`config.mk`:
```
export PLATFORM = sky130hd
export DESIGN_NAME = fetch_inst_queue_flat
export DESIGN_NICKNAME = d
export VERILOG_FILES = /design/src/rtl/fetch_inst_queue_pkg.sv /design/src/rtl/fetch_inst_queue_if.sv /design/src/rtl/fetch_inst_queue.sv /design/src/flat_wrapper.sv
export SDC_FILE = /design/constraint.sdc
export NUM_CORES = 1
export LEC_CHECK = 0
export ABC_AREA = 1
export BUFFER_PORTS_ARGS = -buffer_cell sky130_fd_sc_hd__buf_2
export CORE_UTILIZATION = 35
export DETAILED_ROUTE_END_ITERATION = 10
export PLACE_DENSITY = 0.65
export SYNTH_ARGS = -nofsm -noshare
export SYNTH_HDL_FRONTEND = slang
export SYNTH_SLANG_ARGS = --single-unit
```
`constraint.sdc`:
```
create_clock -name clk -period 8.1 [get_ports clk]
set_input_delay 0.405 -clock clk [delete_from_list [all_inputs] [get_ports clk]]
set_output_delay 0.405 -clock clk [all_outputs]
set_load 0.02 [all_outputs]
```
`src/rtl/fetch_inst_queue_pkg.sv`:
```
// rtl/fetch_inst_queue_pkg.sv - shared fetch packet type and queue defaults
package cpu_fetch_pkg;

  localparam int FQ_ADDR_W        = 32;
  localparam int FQ_INST_W        = 32;
  localparam int FQ_DEPTH_DEFAULT = 4;

  // One fetched instruction as it travels from fetch to decode.
  typedef struct packed {
    logic [FQ_ADDR_W-1:0] pc;
    logic [FQ_INST_W-1:0] inst;
    logic                 pred;
  } fetch_pkt_t;

endpackage

```
`src/rtl/fetch_inst_queue_if.sv`:
```
// rtl/fetch_inst_queue_if.sv - fetch/decode handshake bundle for the instruction queue
interface fetch_inst_queue_if #(
  parameter int ADDR  = 32,
  parameter int INST  = 32,
  parameter int DEPTH = 4
);

  localparam int CNT_W = $clog2(DEPTH) + 1;

  logic             flush;
  logic             in_valid;
  logic             in_ready;
  logic [ADDR-1:0]  in_pc;
  logic [INST-1:0]  in_inst;
  logic             in_pred;
  logic             out_valid;
  logic             out_ready;
  logic [ADDR-1:0]  out_pc;
  logic [INST-1:0]  out_inst;
  logic             out_pred;
  logic [CNT_W-1:0] count;

  // Pipeline side: fetch offers packets, decode consumes them, redirect flushes.
  modport master (
    output flush, in_valid, in_pc, in_inst, in_pred, out_ready,
    input  in_ready, out_valid, out_pc, out_inst, out_pred, count
  );

  // Queue side.
  modport slave (
    input  flush, in_valid, in_pc, in_inst, in_pred, out_ready,
    output in_ready, out_valid, out_pc, out_inst, out_pred, count
  );

endinterface

```
`src/rtl/fetch_inst_queue.sv`:
```
// rtl/fetch_inst_queue.sv - in-order decoupling queue between fetch and decode
module fetch_inst_queue
  import cpu_fetch_pkg::*;
#(
  parameter int DEPTH = FQ_DEPTH_DEFAULT
) (
  input  logic         clk,
  input  logic         reset,
  fetch_inst_queue_if.slave fq
);

  localparam int PTR_W = $clog2(DEPTH);
  localparam int CNT_W = $clog2(DEPTH) + 1;
  localparam logic [CNT_W-1:0] CNT_FULL = CNT_W'(DEPTH);

  fetch_pkt_t       mem_q [DEPTH];
  logic [PTR_W-1:0] wr_ptr_q, wr_ptr_d;
  logic [PTR_W-1:0] rd_ptr_q, rd_ptr_d;
  logic [CNT_W-1:0] count_q, count_d;
  logic             push, pop, wr_en;
  fetch_pkt_t       wr_pkt;

  // Handshake status comes only from registered occupancy, so in_ready never
  // depends on out_ready and a full queue cannot accept in the same cycle it drains.
  assign fq.in_ready  = (count_q != CNT_FULL);
  assign fq.out_valid = (count_q != '0);
  assign fq.count     = count_q;
  assign fq.out_pc    = mem_q[rd_ptr_q].pc;
  assign fq.out_inst  = mem_q[rd_ptr_q].inst;
  assign fq.out_pred  = mem_q[rd_ptr_q].pred;

  assign push = fq.in_valid & fq.in_ready;
  assign pop  = fq.out_valid & fq.out_ready;

  assign wr_pkt = '{pc: fq.in_pc, inst: fq.in_inst, pred: fq.in_pred};

  // Next pointer/occupancy; flush overrides any push or pop in the same cycle.
  always_comb begin
    wr_ptr_d = wr_ptr_q;
    rd_ptr_d = rd_ptr_q;
    count_d  = count_q;
    wr_en    = 1'b0;
    if (fq.flush) begin
      wr_ptr_d = '0;
      rd_ptr_d = '0;
      count_d  = '0;
    end else begin
      if (push) begin
        wr_en    = 1'b1;
        wr_ptr_d = wr_ptr_q + PTR_W'(1);
      end
      if (pop) begin
        rd_ptr_d = rd_ptr_q + PTR_W'(1);
      end
      case ({push, pop})
        2'b10:   count_d = count_q + CNT_W'(1);
        2'b01:   count_d = count_q - CNT_W'(1);
        default: count_d = count_q;
      endcase
    end
  end

  // Pointer and occupancy registers.
  always_ff @(posedge clk or posedge reset) begin
    if (reset) begin
      wr_ptr_q <= '0;
      rd_ptr_q <= '0;
      count_q  <= '0;
    end else begin
      wr_ptr_q <= wr_ptr_d;
      rd_ptr_q <= rd_ptr_d;
      count_q  <= count_d;
    end
  end

  // Entry storage; cleared on reset so the head reads as zero while empty.
  always_ff @(posedge clk or posedge reset) begin
    if (reset) begin
      for (int i = 0; i < DEPTH; i++) begin
        mem_q[i] <= '0;
      end
    end else if (wr_en) begin
      mem_q[wr_ptr_q] <= wr_pkt;
    end
  end

endmodule

```
`src/flat_wrapper.sv`:
```
// flat-port wrapper written by rule: the top's interface ports become plain ports
module fetch_inst_queue_flat import cpu_fetch_pkg::*;
#(
  parameter int DEPTH = FQ_DEPTH_DEFAULT
)
  (clk, reset, fq_flush, fq_in_valid, fq_in_pc, fq_in_inst, fq_in_pred, fq_out_ready, fq_in_ready, fq_out_valid, fq_out_pc, fq_out_inst, fq_out_pred, fq_count);
  fetch_inst_queue_if #(.ADDR(32), .INST(32), .DEPTH(DEPTH)) fq_i ();
  input  logic clk;
  input  logic reset;
  input wire logic [$bits(fq_i.flush)-1:0] fq_flush;
  input wire logic [$bits(fq_i.in_valid)-1:0] fq_in_valid;
  input wire logic [$bits(fq_i.in_pc)-1:0] fq_in_pc;
  input wire logic [$bits(fq_i.in_inst)-1:0] fq_in_inst;
  input wire logic [$bits(fq_i.in_pred)-1:0] fq_in_pred;
  input wire logic [$bits(fq_i.out_ready)-1:0] fq_out_ready;
  output wire logic [$bits(fq_i.in_ready)-1:0] fq_in_ready;
  output wire logic [$bits(fq_i.out_valid)-1:0] fq_out_valid;
  output wire logic [$bits(fq_i.out_pc)-1:0] fq_out_pc;
  output wire logic [$bits(fq_i.out_inst)-1:0] fq_out_inst;
  output wire logic [$bits(fq_i.out_pred)-1:0] fq_out_pred;
  output wire logic [$bits(fq_i.count)-1:0] fq_count;
  assign fq_i.flush = fq_flush;
  assign fq_i.in_valid = fq_in_valid;
  assign fq_i.in_pc = fq_in_pc;
  assign fq_i.in_inst = fq_in_inst;
  assign fq_i.in_pred = fq_in_pred;
  assign fq_i.out_ready = fq_out_ready;
  assign fq_in_ready = fq_i.in_ready;
  assign fq_out_valid = fq_i.out_valid;
  assign fq_out_pc = fq_i.out_pc;
  assign fq_out_inst = fq_i.out_inst;
  assign fq_out_pred = fq_i.out_pred;
  assign fq_count = fq_i.count;
  fetch_inst_queue #(.DEPTH(DEPTH)) u_core (.clk(clk), .reset(reset), .fq(fq_i));
endmodule
```
Yosys cells after proc, flatten, opt, wreduce, memory -nomap -nowiden
Cells that the tools add are included.
{"block": "totals", "ff_bits": 267, "wordCells": 48, "output_inout_bits": 70}
{"block": "classes", "bitwise": 4, "add_sub_neg": 4, "order_cmp": 3, "n_eq_ne": 3, "mux": 14, "n_reduce_logical": 5}
{"operator": "bitwise mux 260 bit", "n": 1}
{"operator": "2-to-1 mux 65 bit", "n": 3}
{"operator": "binary-select mux 65 bit (select 2 bit)", "n": 1}
{"operator": "demux 65 bit (select 2 bit)", "n": 1}
{"operator": "2-to-1 mux 2 bit", "n": 4}
{"operator": ">= comparator 3 bit (second input constant)", "n": 2}
{"operator": "inverter 2 -> 3 bit", "n": 2}
{"operator": "one-hot mux 3 bit (2 select lines)", "n": 1}
{"operator": "nonzero test 3 bit", "n": 2}
{"operator": "adder 2 x 1 -> 2 bit (second input constant)", "n": 2}
{"operator": "nonzero test 2 bit", "n": 2}
{"operator": "adder 3 x 1 -> 3 bit (second input constant)", "n": 1}
{"operator": "< comparator 3 x 1 -> 1 bit (second input constant)", "n": 1}
{"operator": "2-to-1 mux 3 bit", "n": 1}
{"operator": "inequality test 3 bit (second input constant)", "n": 1}
{"operator": "subtractor 3 x 1 -> 3 bit (second input constant)", "n": 1}
{"operator": "bitwise AND 1 bit", "n": 2}
{"operator": "== test 2 x 1 -> 1 bit (second input constant)", "n": 1}
{"operator": "== test 2 bit (second input constant)", "n": 1}
{"operator": "2-to-1 mux 1 bit", "n": 2}
{"operator": "logical AND 1 bit", "n": 1}

Longest topological paths before layout
Gate-level depths: netlist (run 1).
{"block": "depth", "word_depth": 6, "mapped_depth": 12}

Worst setup path before layout (run 1)
Ideal clock, no wire load.
{"block": "synth_path", "kind": "reg-to-reg", "start": "register u_core.count_q[0] (netlist: u_core.fq.count[0])", "end": "register u_core.count_q[2] (netlist: u_core.fq.count[2])", "required_ps": 7983, "path_slack_ps": 6214, "path_buffers": 0, "path_stages_with_launch": 13, "arrival_ps": 1768, "path_cell_list": "dfrtp_1 > nor2_2 > nand2_4 > nand2_4 > nand2_1 > inv_1 > fa_1 > xnor2_1 > inv_1 > nand2_1 > nand2_1 > nand3_1 > nand2_1"}
{"block": "synth_via", "elab_chain_cells": 5}
{"item": "start: declaration", "line_no": "fetch_inst_queue.sv:19", "rtl": "logic [CNT_W-1:0] count_q, count_d;"}
{"item": "start signal: assignment", "line_no": "fetch_inst_queue.sv:72", "rtl": "count_q <= count_d;"}
{"item": "inequality test 3 bit (*)", "line_no": "fetch_inst_queue.sv:25", "rtl": "assign fq.in_ready = (count_q != CNT_FULL);"}
{"item": "via fq_in_ready", "line_no": "flat_wrapper.sv:16", "rtl": "output wire logic [$bits(fq_i.in_ready)-1:0] fq_in_ready;"}
{"item": "bitwise AND 1 bit (*)", "line_no": "fetch_inst_queue.sv:32", "rtl": "assign push = fq.in_valid & fq.in_ready;"}
{"item": "== test 2 x 1 -> 1 bit / == test 2 bit (equally long branches)", "line_no": "fetch_inst_queue.sv:55", "rtl": "case ({push, pop})"}
{"item": "one-hot mux 3 bit (2 select lines)", "line_no": "fetch_inst_queue.sv:55"}
{"item": "2-to-1 mux 3 bit", "line_no": "fetch_inst_queue.sv:43", "rtl": "if (fq.flush) begin"}
The timed path passes the listed nets; every way through them passes the cells marked *.
A chain may end at the register's enable or synchronous reset.

Final worst setup path (run 1)
{"block": "layout_path", "start": "register u_core.rd_ptr_q[0]", "end": "output fq_out_inst[11]"}
{"block": "layout_via", "elab_chain_cells": 4}
{"item": "start: declaration", "line_no": "fetch_inst_queue.sv:18", "rtl": "logic [PTR_W-1:0] rd_ptr_q, rd_ptr_d;"}
{"item": "start signal: assignment", "line_no": "fetch_inst_queue.sv:71", "rtl": "rd_ptr_q <= rd_ptr_d;"}
{"item": "inverter 2 -> 3 bit (not written as such)", "line_no": "fetch_inst_queue.sv:29", "rtl": "assign fq.out_inst = mem_q[rd_ptr_q].inst;"}
{"item": "binary-select mux 65 bit (select 2 bit)", "line_no": "fetch_inst_queue.sv:29"}
{"item": "2-to-1 mux 65 bit (2 in a row)"}
{"item": "end: declaration", "line_no": "flat_wrapper.sv:19", "rtl": "output wire logic [$bits(fq_i.out_inst)-1:0] fq_out_inst;"}
No other way between the ends. The select of a mux whose other input is x is not followed.

==> run_results.csv, run 1 <==
group,metric,value,unit
run_status,status,"complete, no violations",
placed_design,place_congestion,0.736,
cells_and_area,nFillCells,3356,
timing,finalMaxSlewViolations,0,
placed_design,io_buffers,139,
route,wl_met2,13.5,mm
route,via_per_inst,4.99,
clocking,cts_buffers,29,
yosys,synth_top_area_cell,"dfrtp_1",
route,drtAntennaViolNets,0,
yosys,avgSynthCellArea,9.01,um^2
global_routing,antenna_found_initial,0,
yosys,synth_common_cells,"277 x nand2_1, 267 x dfrtp_1, 250 x o21ai_0, 131 x nor2_1, 98 x o21ai_1",
worst_setup_path,critPathTopFamily,"buffers and inverters",
cells_and_area,final_cells,1880,
timing,skew,0.00805,ns
route,routedWlPerCell,15.3,um
yosys,synth_ff_type,"dfrtp_1",
route,wl_met1,13.1,mm
clocking,ctsResizeCount,0,
yosys,yosysUniqueCellTypes,22,
yosys,async_flop_share,100,%
yosys,synth_area_leaders,"dfrtp_1 56%, o21ai_0 10%, nand2_1 8.7%, nor2_1 4.1%, o21ai_1 4.1%",
timing,finalCriticalPeriod,3.65,ns
timing,hold_viol,0,
route,via_count,9389,
timing,timing.final.ws_setup,4.45,ns
route,first_pass_iters,5,
timing,totalNegativeSetupSlack,0,ns
clocking,cts_setup_buffers,0,
global_routing,grt_pass1_wl,46.9,mm
cells_and_area,design_area,13600,um^2
cells_and_area,utilization,40.5,%
route,top_layer,"met4",
clocking,ctsHoldBuffers,0,
worst_setup_path,cp_slowest_cell,"dfrtp_4",
yosys,yosysMostFrequentCell,"nand2_1",
die,dieArea,34900,um^2
die,chipWidth,187,um
global_routing,grt_remaining_overflow,0,
global_routing,grt.total_usage,16.3,%
run,drv_cap,0,
yosys,netlist_area,12000,um^2
worst_setup_path,worstPathMaxFanout,69,
worst_setup_path,crit_arrival,3.25,ns
timing,max_clock_freq,274,MHz
timing,rsz0062_at_grt,"no",
cells_and_area,area_delta_synth_final,13.8,%
yosys,yosys.area.top_type_share,55.8,%
worst_setup_path,critPathRequiredTime,7.70,ns
yosys,syn-num-nets,1403,
worst_setup_path,crit_path_max_incr_delay,0.75,ns
die,rows,67,
clocking,cts_sinks,267,
cells_and_area,final-seq-area,6690,um^2
yosys,ys_ff_latch,267,
worst_setup_path,worstSetupStartpointType,"register",
timing,whs,0.0835,ns
die,die_h,187,um
yosys,syn_inst,1328,
clocking,cts_max_level,1,
die,initial_core_util,35.6,%
worst_setup_path,end_kind,"output pin",
worst_setup_path,worstSetupPathType,"register to output pin",
cells_and_area,drive_gt1_share,17.9,%
global_routing,grt_pass1_vias,8949,
hold_path,hp-class,"primary input to asynchronous set/reset pin",
cells_and_area,fin_nets,1485,
clocking,clockBufferDepth,3,
power_and_ir_drop,p_total,5.45,mW
cells_and_area,antenna_cells,0,
route,totalWireLength,28.7,mm
timing,worstMarginPinSlew,1.09,ns
clocking,clk_latency,0.55,ns
clocking,clk_pin_slew,0.06,ns
worst_setup_path,cp_cell_sequence,"inv_4 > buf_4 > o21ai_0 > o22ai_1 > buf_2",
placed_design,placed_area,12600,um^2
power_and_ir_drop,ir_drop,0.202,mV
power_and_ir_drop,powerDensity,400,nW/um^2
route,drc,0,
die,boundaryPins,140,
route,drt_iter0_drc,712,
placed_design,dp_hpwl,16.5,mm
yosys,synth_seq_area_share,55.8,%
power_and_ir_drop,leakagePower,6.73,nW
clocking,tritoncts,"yes",
global_routing,grt_max_degree,132,
timing,slew_headroom,27.4,%
worst_setup_path,path_buf_inv,3,
yosys,synth_edf_count,0,
cells_and_area,multiInputGateArea,4290,um^2
route,wl_met3,1.63,mm
placed_design,pre_cts_ws,5.02,ns
die,core,33600,um^2
clocking,root_buffer,"clkbuf_16",
yosys,yosys_warnings,0,
placed_design,dp.cells,1827,
timing,finalCritPeriodShare,45.1,%
timing,setup_violations,0,
## registers in the layout (all words and copies together), names as in the netlist
name	flops
u_core.rd_ptr_q	2
u_core.fq.count	3
u_core.wr_ptr_q	2
u_core.mem_q	260
## cell families (layout without fill, tap and decap cells)
| kind of cell | Yosys count | count (layout) | share of synthesized area (%) |
|---|---|---|---|
| xor+xnor | 1 | 1 | 0.0732 |
| compound gates | 461 | 461 | 21.4 |
| flops | 267 | 267 | 55.8 |
| fa+ha+maj | 5 | 5 | 0.586 |
| simple gates | 421 | 421 | 13.8 |
| buf+inv | 173 | 277 | 8.30 |
## per-layer routing
layer | track usage, % | up-vias
met5 | 0 | -
met4 | 4.04 | 0
met3 | 2.27 | 39
met2 | 26.8 | 294
met1 | 22.8 | 4480
li1 | - | 4576
## cell type report
| cell class | count | area share [%] |
|---|---|---|
| clock buffer | 41 | 6.25 |
| clock inverter | 12 | 1.20 |
| inverter | 75 | 2.14 |
| multi-input combinational | 888 | 31.5 |
| sequential | 267 | 49.1 |
| tap | 448 | 4.12 |
| timing repair buffer | 149 | 5.66 |
## worst paths after layout
path	cells past startpoint	slack, ns	end	startpoint
min reg2reg	2	0.47	u_core.mem_q[167]$_DFFE_PP0P_	u_core.mem_q[167]$_DFFE_PP0P_
min in group clk	3	0.16	u_core.mem_q[132]$_DFFE_PP0P_	fq_in_inst[1]
max	5	4.45	fq_out_inst[11]	u_core.rd_ptr_q[0]$_DFFE_PP0P_
min	2	0.08	u_core.fq.count[0]$_DFFE_PP0P_	reset
max in group asynchronous	3	6.51	u_core.mem_q[47]$_DFFE_PP0P_	reset
max reg2reg	7	5.51	u_core.mem_q[209]$_DFFE_PP0P_	u_core.fq.count[0]$_DFFE_PP0P_
## power breakdown
part	switching, mW	total, mW	leakage, nW	internal, mW
Clock	0.531	1.38	0.508	0.854
Combinational	1.19	1.85	2.80	0.660
Sequential	0.332	2.22	3.42	1.89
## cell usage in the layout, fill, tap and decap left out, types with 3 or more instances in the layout
cell         n
nand2_1    277
dfrtp_1    265
o21ai_0    250
buf_2      139
nor2_1     131
o21ai_1     98
inv_1       72
o22ai_1     65
o21ai_2     45
clkbuf_16   29
buf_4       10
clkbuf_8     8
clkinv_2     7
nand2_4      6
nand3_1      4
ha_1         4
clkbuf_1     4
bufinv_16    4
a21oi_1      3
(Power assumes the default switching activity.)
==> inputs of run 2 (changes only) <==
--- a/config.mk
+++ b/config.mk
@@ -5,11 +5,11 @@
 export SDC_FILE = /design/constraint.sdc
 export NUM_CORES = 1
 export LEC_CHECK = 0
-export ABC_AREA = 1
+export ABC_AREA = 0
 export BUFFER_PORTS_ARGS = -buffer_cell sky130_fd_sc_hd__buf_2
 export CORE_UTILIZATION = 35
 export DETAILED_ROUTE_END_ITERATION = 10
-export PLACE_DENSITY = 0.65
+export PLACE_DENSITY = 0.63
 export SYNTH_ARGS = -nofsm -noshare
 export SYNTH_HDL_FRONTEND = slang
 export SYNTH_SLANG_ARGS = --single-unit
==> constraint.sdc (replaced) <==
create_clock -name clk -period 3.56 [get_ports clk]
set_input_delay 0.178 -clock clk [delete_from_list [all_inputs] [get_ports clk]]
set_output_delay 0.178 -clock clk [all_outputs]
set_load 0.02 [all_outputs]
==> run_results.csv, run 2 <==
group,metric,value,unit
yosys,netlist_area,12300,um^2
die,dieArea,35900,um^2
die,core,34500,um^2
yosys,synth_area_leaders,"dfrtp_1 54%, mux2_2 15%, mux2_4 12%, mux4_2 12%, buf_12 2.0%",
power_and_ir_drop,combPwrFrac,27.7,%
clocking,clockBufferDepth,3,
power_and_ir_drop,p_clk_share,29.6,%
worst_setup_path,worstSetupStartpointType,"register",
worst_setup_path,worstSetupPathType,"register to output pin",
power_and_ir_drop,p_int,7.66,mW
yosys,yosys_warnings,0,
die,chipWidth,189,um
yosys,ys_ff_latch,267,
yosys,synth_ff_type,"dfrtp_1",
power_and_ir_drop,sw_frac_of_total,27.6,%
timing,whs,0.129,ns
run,drv_cap,0,
hold_path,hp-class,"primary input to register",
yosys,async_flop_share,100,%
worst_setup_path,critPathRequiredTime,3.38,ns
route,first_pass_iters,4,
route,drtAntennaViolNets,0,
clocking,cts_max_level,1,
yosys,yosysMostFrequentCell,"dfrtp_1",
route,totalWireLength,25.3,mm
worst_setup_path,worstPathMaxFanout,19,
timing,rsz0062_at_grt,"no",
yosys,syn-num-nets,770,
cells_and_area,area_delta_synth_final,22.4,%
clocking,cts_sinks,267,
route,drc,0,
cells_and_area,drive_gt1_share,57.9,%
power_and_ir_drop,ir_drop,0.377,mV
yosys,yosysUniqueCellTypes,38,
yosys,synth_seq_area_share,54.3,%
timing,worstMarginPinSlew,0.982,ns
global_routing,grt_pass1_wl,41.3,mm
route,routedWlPerCell,18.4,um
die,initial_core_util,35.6,%
global_routing,grt_pass1_vias,7400,
cells_and_area,final-seq-area,6690,um^2
placed_design,pre_cts_ws,1.01,ns
clocking,clk_latency,0.54,ns
clocking,clk_pin_slew,0.06,ns
clocking,root_buffer,"clkbuf_16",
power_and_ir_drop,leakagePower,6.83,nW
cells_and_area,fin_nets,975,
timing,hold_viol,0,
yosys,avgSynthCellArea,17.7,um^2
hold_path,hold_path_depth,4,
worst_setup_path,rr_startpoint,"u_core.fq.count[0]$_DFFE_PP0P_",
die,rows,68,
yosys,synth_top_area_cell,"dfrtp_1",
route,drt_iter0_drc,202,
power_and_ir_drop,powerDensity,703,nW/um^2
timing,totalNegativeSetupSlack,0,ns
timing,finalCritPeriodShare,70.9,%
route,via_count,6784,
placed_design,io_buffers,139,
yosys,yosys.area.top_type_share,54.3,%
hold_path,min_to,"u_core.rd_ptr_q[0]$_DFFE_PP0P_",
die,boundaryPins,140,
worst_setup_path,r2r_end,"u_core.mem_q[10]$_DFFE_PP0P_",
timing,finalCriticalPeriod,2.52,ns
worst_setup_path,crit_arrival,2.35,ns
cells_and_area,final_cell_mix,"265 x dfrtp_1, 160 x mux2_2, 139 x buf_2",
power_and_ir_drop,seqPwrFrac,42.8,%
timing,timing.final.ws_setup,1.04,ns
global_routing,grt.total_usage,14.4,%
worst_setup_path,r2r_slack,1.04,ns
timing,max_clock_freq,396,MHz
yosys,synth_edf_count,0,
power_and_ir_drop,p_total,10.6,mW
placed_design,dp_hpwl,15.3,mm
cells_and_area,antenna_cells,0,
timing,setup_violations,0,
clocking,cts_buffers,30,
timing,finalMaxSlewViolations,0,
route,via_per_inst,4.93,
power_and_ir_drop,p_switching,2.93,mW
cells_and_area,utilization,43.6,%
yosys,synth_common_cells,"267 x dfrtp_1, 160 x mux2_2, 100 x mux2_4, 65 x mux4_2, 16 x buf_2",
global_routing,grt_remaining_overflow,0,
clocking,cts_setup_buffers,0,
hold_path,min_from,"fq_out_ready",
yosys,syn_inst,695,
global_routing,antenna_found_initial,0,
cells_and_area,multiInputGateArea,5170,um^2
worst_setup_path,end_kind,"output pin",
run_status,status,"complete, no violations",
cells_and_area,largest_reg_flops,260,
cells_and_area,final_common_cell,"dfrtp_1",
die,die_h,189,um
clocking,tritoncts,"yes",
global_routing,grt_max_degree,95,
placed_design,place_congestion,0.706,
timing,skew,0.00655,ns
cells_and_area,nFillCells,3188,
cells_and_area,top_register,"u_core.mem_q",
worst_setup_path,r2r_cells,5,
timing,slew_headroom,34.4,%
[run 2: worst max-delay path by stage]
stage               cells after the start  slack [ns]                            from                        endpoint
floorplan                               1       -0.14                           reset  u_core.fq.count[0]$_DFFE_PP0P_
global placement                        5        1.08  u_core.fq.count[0]$_DFFE_PP0P_    u_core.mem_q[10]$_DFFE_PP0P_
detailed placement                      5        1.01  u_core.fq.count[0]$_DFFE_PP0P_    u_core.mem_q[10]$_DFFE_PP0P_
CTS                                     3        0.96  u_core.rd_ptr_q[1]$_DFFE_PP0P_                   fq_out_pc[22]
global route                            5        0.86  u_core.fq.count[0]$_DFFE_PP0P_    u_core.mem_q[51]$_DFFE_PP0P_
finish                                  3        1.04  u_core.rd_ptr_q[1]$_DFFE_PP0P_                   fq_out_pc[22]
[run 2: worst max-delay path: stages (launching register included)]
cell and delay, ns:
dfrtp_4 0.64, buf_4 0.38, mux4_2 0.58, buf_2 0.18
[run 2: layout make-up]
type,instances,share of cell area [%]
sequential,267,44.5
inverter,7,0.200
multi-input combinational,374,34.3
clock buffer,43,5.85
tap,455,3.78
timing repair buffer,220,10.5
clock inverter,11,0.890
[run 2: cell families (layout without fill, tap and decap cells)]
logic type	count (synthesis)	after routing	synth area share [%]
AOI/OAI and AO/OA	19	19	1.05
xor gates and xnor gates	3	3	0.214
adders and majority gates	5	5	0.570
buffers and inverters	54	281	3.86
DFF	267	267	54.3
muxes	325	325	38.8
and+or+nand+nor	22	22	1.21
[run 2: power by group through the flow]
stage               Clock, mW  Sequential [mW]  Combinational, mW
finish                   3.13             4.52               2.93
detailed placement          0             4.56               2.91
CTS                      3.24             4.52               2.98
global route             3.37             4.64               3.13
floorplan                   0             4.36               2.37
global placement            0             4.54               2.85
[run 2: per-stage QoR]
step | std cells | cell area [um^2]
after floorplan | 695 | 12300
after global placement | 1254 | 13300
after detailed placement | 1254 | 13300
after CTS | 1377 | 15000
after global routing | 1377 | 15000
final | 1377 | 15000
[run 2: repair_timing]
action / CTS / global route
hold buffers: 69 / 0
resized for setup: 0 / 0
endpoints found under the hold margin: 303 / 0
[run 2: per-layer routing]
layer	up-vias	track usage, %	routed length [um]	part of all wire [%]
li1	3005	-	-	-
met1	3623	20.5	11900	47
met2	119	23.0	12000	47
met3	37	2.35	970	3.8
met4	0	3.32	455	1.8
met5	-	0	0	0
==> inputs of run 3 (changes only) <==
==> constraint.sdc (replaced) <==
create_clock -name clk -period 2.43 [get_ports clk]
set_input_delay 0.1215 -clock clk [delete_from_list [all_inputs] [get_ports clk]]
set_output_delay 0.1215 -clock clk [all_outputs]
set_load 0.02 [all_outputs]
==> run_results.csv, run 3 (synthesis results as in run 2) <==
group,metric,value,unit
clocking,cts_buffers,30,
route,routedWlPerCell,18.2,um
cells_and_area,largest_reg_flops,260,
worst_setup_path,crit_arrival,2.10,ns
power_and_ir_drop,powerDensity,1010,nW/um^2
cells_and_area,area_delta_synth_final,23.5,%
run_status,status,"complete, no violations",
worst_setup_path,r2r_cells,5,
route,drc,0,
clocking,root_buffer,"clkbuf_16",
worst_setup_path,worstPathMaxFanout,23,
cells_and_area,final_common_cell,"dfrtp_1",
die,initial_core_util,35.6,%
placed_design,pre_cts_ws,0.394,ns
placed_design,io_buffers,139,
power_and_ir_drop,ir_drop,0.661,mV
worst_setup_path,path_buf_inv,2,
timing,rsz0062_at_grt,"no",
worst_setup_path,critPathTopFamily,"flip-flops",
cells_and_area,final_cells,1389,
worst_setup_path,worstSetupStartpointType,"register",
timing,hold_viol,0,
clocking,tritoncts,"yes",
global_routing,grt_remaining_overflow,0,
die,rows,68,
timing,finalCriticalPeriod,2.22,ns
placed_design,placed_area,13500,um^2
global_routing,grt.total_usage,14.4,%
hold_path,hp-class,"primary input to register",
global_routing,antenna_found_initial,0,
worst_setup_path,end_kind,"output pin",
die,die_h,189,um
timing,slew_headroom,55.2,%
cells_and_area,top_register,"u_core.mem_q",
timing,setup_violations,0,
cells_and_area,nFillCells,3132,
global_routing,grt_pass1_wl,41.3,mm
timing,skew,0.0183,ns
worst_setup_path,crit_path_max_incr_delay,0.56,ns
route,first_pass_iters,4,
worst_setup_path,cp_slowest_cell,"dfrtp_4",
route,drtAntennaViolNets,0,
placed_design,dp_hpwl,15.4,mm
clocking,clockBufferDepth,3,
die,boundaryPins,140,
worst_setup_path,worstSetupPathType,"register to output pin",
clocking,cts_sinks,267,
die,dieArea,35900,um^2
run,drv_cap,0,
worst_setup_path,critPathRequiredTime,2.31,ns
clocking,ctsResizeCount,0,
route,via_per_inst,4.90,
worst_setup_path,critical_path_depth,3,
clocking,clk_pin_slew,0.06,ns
route,totalWireLength,25.3,mm
worst_setup_path,cp_cell_sequence,"buf_12 > mux4_2 > buf_2",
power_and_ir_drop,p_total,15.3,mW
power_and_ir_drop,leakagePower,6.91,nW
timing,timing.final.ws_setup,0.208,ns
cells_and_area,drive_gt1_share,58.6,%
cells_and_area,multiInputGateArea,5170,um^2
timing,worstMarginPinSlew,0.672,ns
timing,finalCritPeriodShare,91.4,%
global_routing,grt_max_degree,118,
placed_design,dp.cells,1268,
route,via_count,6810,
timing,finalMaxSlewViolations,0,
cells_and_area,design_area,15200,um^2
timing,max_clock_freq,450,MHz
cells_and_area,final-seq-area,6690,um^2
die,chipWidth,189,um
clocking,cts_max_level,1,
die,core,34500,um^2
hold_path,hold_path_depth,4,
cells_and_area,antenna_cells,0,
global_routing,grt_pass1_vias,7375,
route,drt_iter0_drc,202,
cells_and_area,fin_nets,990,
clocking,clk_latency,0.56,ns
cells_and_area,final_cell_mix,"265 x dfrtp_1, 160 x mux2_2, 139 x buf_2",
placed_design,place_congestion,0.723,
==> run 3: per-stage QoR <==
| stage | TNS (ns) | hold slack, ns | utilization [%] |
|---|---|---|---|
| 2_1_floorplan | -324.93 | 0.185 | - |
| 3_3_place_gp | 0 | 0.230 | 39.2 |
| 3_5_place_dp | 0 | 0.224 | 39.2 |
| 4_1_cts | 0 | 0.0259 | 44.0 |
| 5_1_grt | 0 | 0.0768 | 44.0 |
| 6_report | 0 | 0.0623 | 44.0 |
==> run 3: area by class of cell <==
| class | instances | share of cell area [%] |
|---|---|---|
| clock buffer | 43 | 5.87 |
| timing repair buffer | 235 | 11.7 |
| tap | 455 | 3.75 |
| inverter | 7 | 0.198 |
| clock inverter | 8 | 0.428 |
| multi-input combinational | 374 | 34.0 |
| sequential | 267 | 44.0 |
==> run 3: path summary, 6_finish.rpt <==
kind	to	slack [ns]	from
hold reg to reg	u_core.mem_q[41]$_DFFE_PP0P_	0.50	u_core.mem_q[41]$_DFFE_PP0P_
hold / removal	u_core.fq.count[1]$_DFFE_PP0P_	0.06	fq_out_ready
max in group asynchronous	u_core.rd_ptr_q[1]$_DFFE_PP0P_	1.55	reset
setup / recovery	fq_out_pc[8]	0.21	u_core.rd_ptr_q[0]$_DFFE_PP0P_
min in group asynchronous	u_core.mem_q[75]$_DFFE_PP0P_	0.20	reset
setup reg to reg	u_core.fq.count[2]$_DFFE_PP0P_	0.37	u_core.fq.count[2]$_DFFE_PP0P_
==> run 3: what timing repair did <==
item,CTS,global route
hold buffers,69,0
endpoints found under the hold margin,534,0
endpoints found under the setup margin,3,0
buffers inserted,1,0
==> run 3: worst min-delay path: stages <==
cell      delay, ns
buf_2          0.17
o21ai_0        0.10
a21o_1         0.12
a221oi_1       0.06
==> run 3: routing by layer <==
metal | share of wire, % | routed length (um) | track usage [%]
met4 | 2.2 | 560 | 3.69
met1 | 46 | 11700 | 19.8
met5 | 0 | 0 | 0
met3 | 4.6 | 1170 | 3.23
met2 | 47 | 11900 | 22.9
==> run 3: report_power, final <==
part / leakage, nW / total, mW / internal [mW] / switching (mW)
logic: 3.07 / 4.39 / 2.59 / 1.80
registers: 3.36 / 6.57 / 5.85 / 0.718
clock network: 0.480 / 4.39 / 2.62 / 1.77
